===== src/rtl/tnn_pkg.sv =====
// Shared types and constants for the TNN threshold-layer sequencer.
package tnn_pkg;

    localparam int TNN_W = 3;

    typedef enum logic [1:0] {
        ST_IDLE = 2'd0,
        ST_EVAL = 2'd1,
        ST_DONE = 2'd2
    } tnn_seq_state_t;

    typedef logic [TNN_W-1:0] tnn_opnd_t;

endpackage


===== src/rtl/tnn_thr_cmp.sv =====
// Exact threshold comparator: gt = (a + b) > c, with the sum kept one bit wider
// so an overflowing a+b always counts as greater. Approximate comparator variants
// can replace this module as long as they keep the same ports.
module tnn_thr_cmp
    import tnn_pkg::*;
#(
    parameter int W = TNN_W
) (
    input  logic [W-1:0] a_i,
    input  logic [W-1:0] b_i,
    input  logic [W-1:0] c_i,
    output logic         gt_o
);

    logic [W:0] sum_s;

    // Widened sum and unsigned compare against the zero-extended threshold.
    always_comb begin
        sum_s = {1'b0, a_i} + {1'b0, b_i};
        gt_o  = (sum_s > {1'b0, c_i});
    end

endmodule


===== src/rtl/tnn_layer_sequencer.sv =====
// Sequences one TNN threshold layer: captures a sample of N operand triples,
// evaluates one neuron per cycle on a shared comparator, and returns the
// collected decision vector over a valid/ready handshake.
module tnn_layer_sequencer
    import tnn_pkg::*;
#(
    parameter int N_NEURONS = 6,
    parameter int W         = TNN_W
) (
    input  logic                   clk,
    input  logic                   rst_n,
    input  logic                   in_valid,
    output logic                   in_ready,
    input  logic [N_NEURONS*W-1:0] in_a,
    input  logic [N_NEURONS*W-1:0] in_b,
    input  logic [N_NEURONS*W-1:0] in_c,
    output logic                   out_valid,
    input  logic                   out_ready,
    output logic [N_NEURONS-1:0]   out_bits,
    output logic                   busy
);

    localparam int IDX_W = (N_NEURONS > 1) ? $clog2(N_NEURONS) : 1;
    localparam logic [IDX_W-1:0] IDX_LAST = IDX_W'(N_NEURONS - 1);

    tnn_seq_state_t           state_q, state_d;
    logic [IDX_W-1:0]         idx_q, idx_d;
    logic [N_NEURONS*W-1:0]   a_q, a_d, b_q, b_d, c_q, c_d;
    logic [N_NEURONS-1:0]     res_q, res_d;
    logic [N_NEURONS-1:0]     out_bits_q, out_bits_d;
    logic                     out_valid_q, out_valid_d;
    logic                     in_ready_q, in_ready_d;
    logic                     busy_q, busy_d;
    logic [W-1:0]             a_sel_s, b_sel_s, c_sel_s;
    logic                     gt_s;

    // Operand lane mux: pick the triple of the neuron currently addressed by idx.
    always_comb begin
        a_sel_s = {W{1'b0}};
        b_sel_s = {W{1'b0}};
        c_sel_s = {W{1'b0}};
        for (int i = 0; i < N_NEURONS; i++) begin
            if (idx_q == IDX_W'(i)) begin
                a_sel_s = a_q[i*W +: W];
                b_sel_s = b_q[i*W +: W];
                c_sel_s = c_q[i*W +: W];
            end else begin
                a_sel_s = a_sel_s;
            end
        end
    end

    tnn_thr_cmp #(.W(W)) u_cmp (
        .a_i  (a_sel_s),
        .b_i  (b_sel_s),
        .c_i  (c_sel_s),
        .gt_o (gt_s)
    );

    // Next-state, datapath and output decode; outputs follow the next state so they are registered.
    always_comb begin
        state_d = state_q;
        idx_d   = idx_q;
        a_d     = a_q;
        b_d     = b_q;
        c_d     = c_q;
        res_d   = res_q;
        case (state_q)
            ST_IDLE: begin
                if (in_valid) begin
                    a_d     = in_a;
                    b_d     = in_b;
                    c_d     = in_c;
                    idx_d   = {IDX_W{1'b0}};
                    res_d   = {N_NEURONS{1'b0}};
                    state_d = ST_EVAL;
                end else begin
                    state_d = ST_IDLE;
                end
            end
            ST_EVAL: begin
                // Per-bit write enable: only the addressed result bit is updated.
                for (int i = 0; i < N_NEURONS; i++) begin
                    if (idx_q == IDX_W'(i)) begin
                        res_d[i] = gt_s;
                    end else begin
                        res_d[i] = res_q[i];
                    end
                end
                if (idx_q == IDX_LAST) begin
                    idx_d   = {IDX_W{1'b0}};
                    state_d = ST_DONE;
                end else begin
                    idx_d   = idx_q + IDX_W'(1);
                end
            end
            ST_DONE: begin
                if (out_ready) begin
                    state_d = ST_IDLE;
                end else begin
                    state_d = ST_DONE;
                end
            end
            default: begin
                state_d = ST_IDLE;
                idx_d   = {IDX_W{1'b0}};
            end
        endcase

        in_ready_d  = (state_d == ST_IDLE);
        out_valid_d = (state_d == ST_DONE);
        busy_d      = (state_d == ST_EVAL) || (state_d == ST_DONE);
        if (out_valid_d) begin
            out_bits_d = res_d;
        end else begin
            out_bits_d = {N_NEURONS{1'b0}};
        end
    end

    // State, operand, result and output registers; reset discards any sample in flight.
    always_ff @(posedge clk or negedge rst_n) begin
        if (!rst_n) begin
            state_q     <= ST_IDLE;
            idx_q       <= {IDX_W{1'b0}};
            a_q         <= {(N_NEURONS*W){1'b0}};
            b_q         <= {(N_NEURONS*W){1'b0}};
            c_q         <= {(N_NEURONS*W){1'b0}};
            res_q       <= {N_NEURONS{1'b0}};
            out_bits_q  <= {N_NEURONS{1'b0}};
            out_valid_q <= 1'b0;
            in_ready_q  <= 1'b1;
            busy_q      <= 1'b0;
        end else begin
            state_q     <= state_d;
            idx_q       <= idx_d;
            a_q         <= a_d;
            b_q         <= b_d;
            c_q         <= c_d;
            res_q       <= res_d;
            out_bits_q  <= out_bits_d;
            out_valid_q <= out_valid_d;
            in_ready_q  <= in_ready_d;
            busy_q      <= busy_d;
        end
    end

    assign in_ready  = in_ready_q;
    assign out_valid = out_valid_q;
    assign out_bits  = out_bits_q;
    assign busy      = busy_q;

endmodule

===== config.mk =====
export PLATFORM = sky130hd
export DESIGN_NAME = tnn_layer_sequencer
export DESIGN_NICKNAME = d
export VERILOG_FILES = /design/src/rtl/tnn_pkg.sv /design/src/rtl/tnn_thr_cmp.sv /design/src/rtl/tnn_layer_sequencer.sv
export SDC_FILE = /design/constraint.sdc
export NUM_CORES = 1
export LEC_CHECK = 0
export BUFFER_PORTS_ARGS = -buffer_cell sky130_fd_sc_hd__buf_2
export CAP_MARGIN = 20
export CORE_MARGIN = 4
export CORE_UTILIZATION = 38
export CTS_BUF_LIST = sky130_fd_sc_hd__clkbuf_8
export DETAILED_ROUTE_END_ITERATION = 16
export PLACE_DENSITY_LB_ADDON = 0.05
export SYNTH_ARGS = -nofsm -noshare
export SYNTH_HDL_FRONTEND = slang
export SYNTH_SLANG_ARGS = --single-unit

===== constraint.sdc =====
create_clock -name clk -period 6.04 [get_ports clk]
set_input_delay 0.302 -clock clk [delete_from_list [all_inputs] [get_ports clk]]
set_output_delay 0.302 -clock clk [all_outputs]
set_load 0.05 [all_outputs]

### Word-level counts from Yosys, hierarchy flattened

Index checks and enable logic that the tools add are counted.

* word-level logic and storage cells: 64
* memories kept: 0
* register bits after elaboration: 74
* bits in read-only memories: 0
* output and inout bits: 9
* input bits: 58
* memory bits (writable): 0
* bits in latches: 0

* mux-type cells: 34
* reduce and logical (&&, ||, !) cells: 6
* $mul: 0
* shifts and indexed selects: 0
* order comparisons: 1
* equal/unequal tests: 10
* bitwise gates (word level): 1
* add/sub/neg operators: 2
* divide/modulo/power cells: 0

Operators with widths (number)
* two-way mux 3 bit: 20
* two-way mux 6 bit: 2
* one-hot mux 6 bit (2 select lines): 1
* one-hot mux 3 bit (3 select lines): 1
* two-way mux 1 bit: 7
* equality test 3 x 2 -> 1 bit (second input constant): 2
* equality test 3 bit (second input constant): 2
* one-hot mux 2 bit (3 select lines): 1
* adder 3 x 3 -> 4 bit: 1
* equality test 2 x 1 -> 1 bit (second input constant): 2
* equality test 2 bit (second input constant): 2
* > comparator 4 x 3 -> 1 bit: 1
* logical NOT 2 bit: 2
* two-way mux 2 bit: 2
* AND reduction 2 bit: 2
* adder 3 x 1 -> 3 bit (second input constant): 1
* equality test 3 x 1 -> 1 bit (second input constant): 1
* logical NOT 3 bit: 1
* inequality test 2 bit (second input constant): 1
* logical OR 1 bit: 1
* inverter 1 bit: 1

### Depth between registers and ports, before layout

* word-level depth: 12
* depth in mapped cells: 17
* gate-level depth less buffers: 13

### Cells and area by module

A second synthesis with hierarchy kept.

* cells, all modules: 289
* area, all modules: 3728.6 um^2

By module, submodules not included
* tnn_layer_sequencer: cells each 271, times used 1, sequential area each 1853.0 um^2, area each 3570.9 um^2
* tnn_thr_cmp: cells each 18, times used 1, sequential area each 0.0 um^2, area each 157.7 um^2

### Worst setup path before layout

OpenSTA, ideal clock, no wires.

* kind: flip-flop to flip-flop
* start point: register idx_q[1]
* end point: register out_bits_q[4], in the netlist out_bits[4]
* path buffers: 5
* slack: 2.480 ns
* arrival time: 3.456 ns
* library setup time: 0.104 ns
* clock period less this slack: 3.560 ns
* stages on the path, launching flop included: 17
* required time: 5.936 ns
* cell sequence: dfrtp_1 buf_2 buf_4 and2_1 ha_1 buf_2 clkbuf_1 a221oi_1 a21oi_1 ha_1 fa_1 xor2_1 ha_1 a31oi_1 nand2_1 clkbuf_1 a221oi_1

* word-level cells in the longest chain between the ends: 12
* elaborated cells between the ends (all ways): 32
* those cells by class: add/sub (1); order compare (1); eq/ne (6); mux (23); reduce/logical (1)

Ends and longest elaborated chain
* start: declaration: RTL line tnn_layer_sequencer.sv:27 `logic [IDX_W-1:0] idx_q, idx_d;`
* start signal: assignment: RTL line tnn_layer_sequencer.sv:124 `idx_q <= {IDX_W{1'b0}};`
* start signal: assignment: RTL line tnn_layer_sequencer.sv:135 `idx_q <= idx_d;`
* logical NOT 3 bit: RTL line tnn_layer_sequencer.sv:43 `if (idx_q == IDX_W'(i)) begin`
* two-way mux 3 bit (6 in series): RTL line tnn_layer_sequencer.sv:43
* adder 3 x 3 -> 4 bit: RTL line tnn_thr_cmp.sv:19 `sum_s = {1'b0, a_i} + {1'b0, b_i};`
* > comparator 4 x 3 -> 1 bit: RTL line tnn_thr_cmp.sv:20 `gt_o = (sum_s > {1'b0, c_i});`
* two-way mux 1 bit: RTL line tnn_layer_sequencer.sv:84 `if (idx_q == IDX_W'(i)) begin`
* one-hot mux 6 bit (2 select lines): RTL line tnn_layer_sequencer.sv:68 `case (state_q)`
* two-way mux 6 bit (*): RTL line tnn_layer_sequencer.sv:113 `if (out_valid_d) begin`
* via out_bits_d[4]: RTL line tnn_layer_sequencer.sv:30 `logic [N_NEURONS-1:0] out_bits_q, out_bits_d;`
* end signal: assignment: RTL line tnn_layer_sequencer.sv:129 `out_bits_q <= {N_NEURONS{1'b0}};`
* end signal: assignment: RTL line tnn_layer_sequencer.sv:140 `out_bits_q <= out_bits_d;`
* end: declaration: RTL line tnn_layer_sequencer.sv:30

The timed path passes the listed nets; every way through them passes the cells marked *.
A chain may end at the register's enable or synchronous reset.

### Final worst setup path

* start point: register idx_q[1]
* end point: register out_bits_q[2], in the netlist out_bits[2]

The elaborated chain is that of the path after synthesis.

==> flow_summary.ini <==
[detailed_routing]
drcViolationCount = 0
vias = 2862
drt-total-wl_mm = 8.413
avgRoutedWirePerCell_um = 14.63
drt_iter0_drc = 106
vias_per_cell = 4.977
drtPass1Iterations = 4
ant_nets = 0

[synth]
ys_ff_latch = 74
yosys.cell_types.count = 40
postSynthAreaPerCell_sq_um = 8.889
synthArstFlopShare_pct = 100.0
synth_seq_area_share_pct = 51.86
synth_fp_nets = 470
synthFlopType = dfrtp_1
yosysWarnings = 0
synth_edf_count = 0
synth_area_sq_um = 3573
syn_inst = 402

[setup_path]
start_kind = flop
crit_arrival_ps = 4560
cp_max_fo = 31
cp.required_ps = 6270
end_kind = flop
critPathKind = flop to flop

[grt]
antenna_found_initial = 0
grt_pass1_vias = 2889
overflow = 0
grt_max_degree = 75
grt.total_usage_pct = 16.11
grt_pass1_wl_mm = 14.23

[sta]
setup_viol = 0
max_clock_freq_mhz = 231.2
slew_headroom_pct = 36.50
whs_ps = 143.3
post-route-period-util_pct = 71.60
report.final.slew_viol_count = 0
finalSetupTns_ps = 0
worstMarginPinSlew_ps = 952.5
clock_skew_ps = 15.46
grt_setup_unrepaired = no
setup_ws_ps = 1716
finalHoldViolCount = 0
fin_crit_ps = 4324

[cts]
clk_latency_ps = 340
cts_tree = built
numCtsBuffers = 9
clockBufferDepth = 2
cts.sinks = 74
ctsHoldBuffers = 0
htreeDepth = 3
ctsResizeCount = 0
post_cts.repair.setup_buffers = 0
root_buffer = clkbuf_8
path_clk_slew_ps = 90

[placement]
io_buffers = 66
routabilityCongestion = 0.8173
dp.cells = 559
place_area_sq_um = 3951
place_ws_ps = 1755
place_hpwl_mm = 5.777

[power]
switching_share_pct = 44.49
power_leakage_nw = 2.160
ir_drop_mv = 0.3071
total_power_mw = 2.481
power.internal_mw = 1.377
switching_power_mw = 1.104
seq_power_share_pct = 34.3
pwr_density_cell_nw_per_um2 = 596.8
combPwrFrac_pct = 49.7
clockPowerShare_pct = 16.0

[cells_and_area]
area_growth_pct = 16.32
nFillCells = 964
drive_above_1_share_pct = 19.61
fin_util_pct = 45.20
postLayoutCellArea_sq_um = 4156
final_cells = 575
nNetsFinal = 527
n_antenna_cell = 0

[worst_hold_path]
hold_class = primary input to flop

[floorplan]
num_rows = 35
core_area_sq_um = 9196
dieArea_sq_um = 11020
chipHeight_um = 105.0
fp.dieW_um = 105.0
initial_core_util_pct = 38.86
io_pins = 67

[outcome]
outcome = finished clean

[flow_run]
cap_violations = 0
-- power by group through the flow --
stage / combinational [mW] / sequential [mW] / clock [mW]
after floorplan: 0.989 / 0.824 / 0
after global placement: 1.22 / 0.864 / 0
after detailed placement: 1.25 / 0.862 / 0
after CTS: 1.25 / 0.854 / 0.410
after global routing: 1.42 / 0.880 / 0.431
final: 1.23 / 0.851 / 0.396
-- flip-flops by register name, indices dropped and copies added, names as in the netlist --
signal	flops
a_q	18
b_q	18
busy	1
c_q	18
idx_q	3
in_ready	1
out_bits	6
out_valid	1
res_q	6
state_q	2
-- cells in the final DEF (no fill, tap or decap), types with 2 or more instances in the layout --
| cell | n |
|---|---|
| inv_1 | 14 |
| buf_4 | 4 |
| a211oi_1 | 2 |
| dfrtp_1 | 73 |
| clkinvlp_4 | 2 |
| nor3_1 | 5 |
| o31ai_1 | 2 |
| mux2i_1 | 12 |
| a21oi_1 | 11 |
| nor2_1 | 13 |
| buf_2 | 66 |
| nand2_1 | 160 |
| nand3_1 | 4 |
| a32oi_1 | 2 |
| mux2_2 | 2 |
| ha_1 | 9 |
| and2b_1 | 2 |
| a221oi_1 | 12 |
| a22oi_1 | 2 |
| and4bb_2 | 2 |
| and2_1 | 5 |
| nand2b_1 | 10 |
| a31oi_1 | 9 |
| o21ai_0 | 13 |
| clkbuf_8 | 11 |
-- layer usage --
layer | global-route usage (%) | share of wire (%) | vias to the layer above
met5 | 0 | 0 | -
met2 | 24.29 | 45 | 72
li1 | - | - | 1442
met3 | 3.397 | 4.0 | 14
met1 | 22.31 | 49 | 1334
met4 | 7.029 | 2.3 | 0
-- kinds of logic (layout without fill, tap and decap cells) --
| group | count (synthesis) | after routing | synth area share [%] |
|---|---|---|---|
| xor gates and xnor gates | 1 | 1 | 0.2451 |
| AOI/OAI and AO/OA | 58 | 58 | 10.64 |
| buffers and inverters | 37 | 99 | 4.902 |
| muxes | 14 | 14 | 3.992 |
| DFF | 74 | 74 | 51.86 |
| and+or+nand+nor | 208 | 208 | 24.65 |
| adders and majority gates | 10 | 10 | 3.712 |
-- critical path, cell delays in order, from the launching register on --
cell and delay, ps:
dfrtp_1 950, and2_1 230, ha_1 510, nor2_1 220
a221oi_1 300, a21oi_1 80, ha_1 250, fa_1 380
xor2_1 180, ha_1 310, a31oi_1 210, nand2_1 260
a221oi_1 350
-- Yosys cell counts, drive strengths merged (4+ instances only) --
cell type / instances / area, sq um
a31oi: 9 / 56.30
ha: 9 / 112.6
mux2i: 12 / 120.1
nor3: 5 / 25.02
nand2b: 10 / 62.56
nor2: 14 / 55.06
a21oi: 11 / 55.05
buf: 20 / 111.4
inv: 13 / 48.80
dfrtp: 73 / 1827
nand3: 4 / 20.02
and2: 5 / 31.28
o21ai: 14 / 70.06
nand2: 160 / 600.6
clkbuf: 4 / 15.01
a221oi: 12 / 105.1
-- cell type report --
type                    instances  area, sq um  area share (%)
clock buffers                  11        151.4           3.642
clock inverters                 5        53.80           1.294
inverters                      13        48.80           1.174
multi-input cells             291         1550           37.30
flip-flops and latches         74         1853           44.58
well taps                     111        138.9           3.341
repair buffers                 70        360.3           8.669
-- final timing paths --
| check | startpoint | endpoint | slack, ps | cells after the start |
|---|---|---|---|---|
| setup / recovery | idx_q[1] | out_bits[2] | 1720 | 12 |
| hold / removal | in_c[15] | c_q[15] | 140 | 3 |
| setup reg to reg | idx_q[1] | out_bits[2] | 1720 | 12 |
| hold reg to reg | a_q[16] | a_q[16] | 480 | 2 |
| max in group asynchronous | rst_n | c_q[11] | 5220 | 2 |
| min in group asynchronous | rst_n | b_q[6] | 170 | 2 |
(Power assumes the default switching activity.)
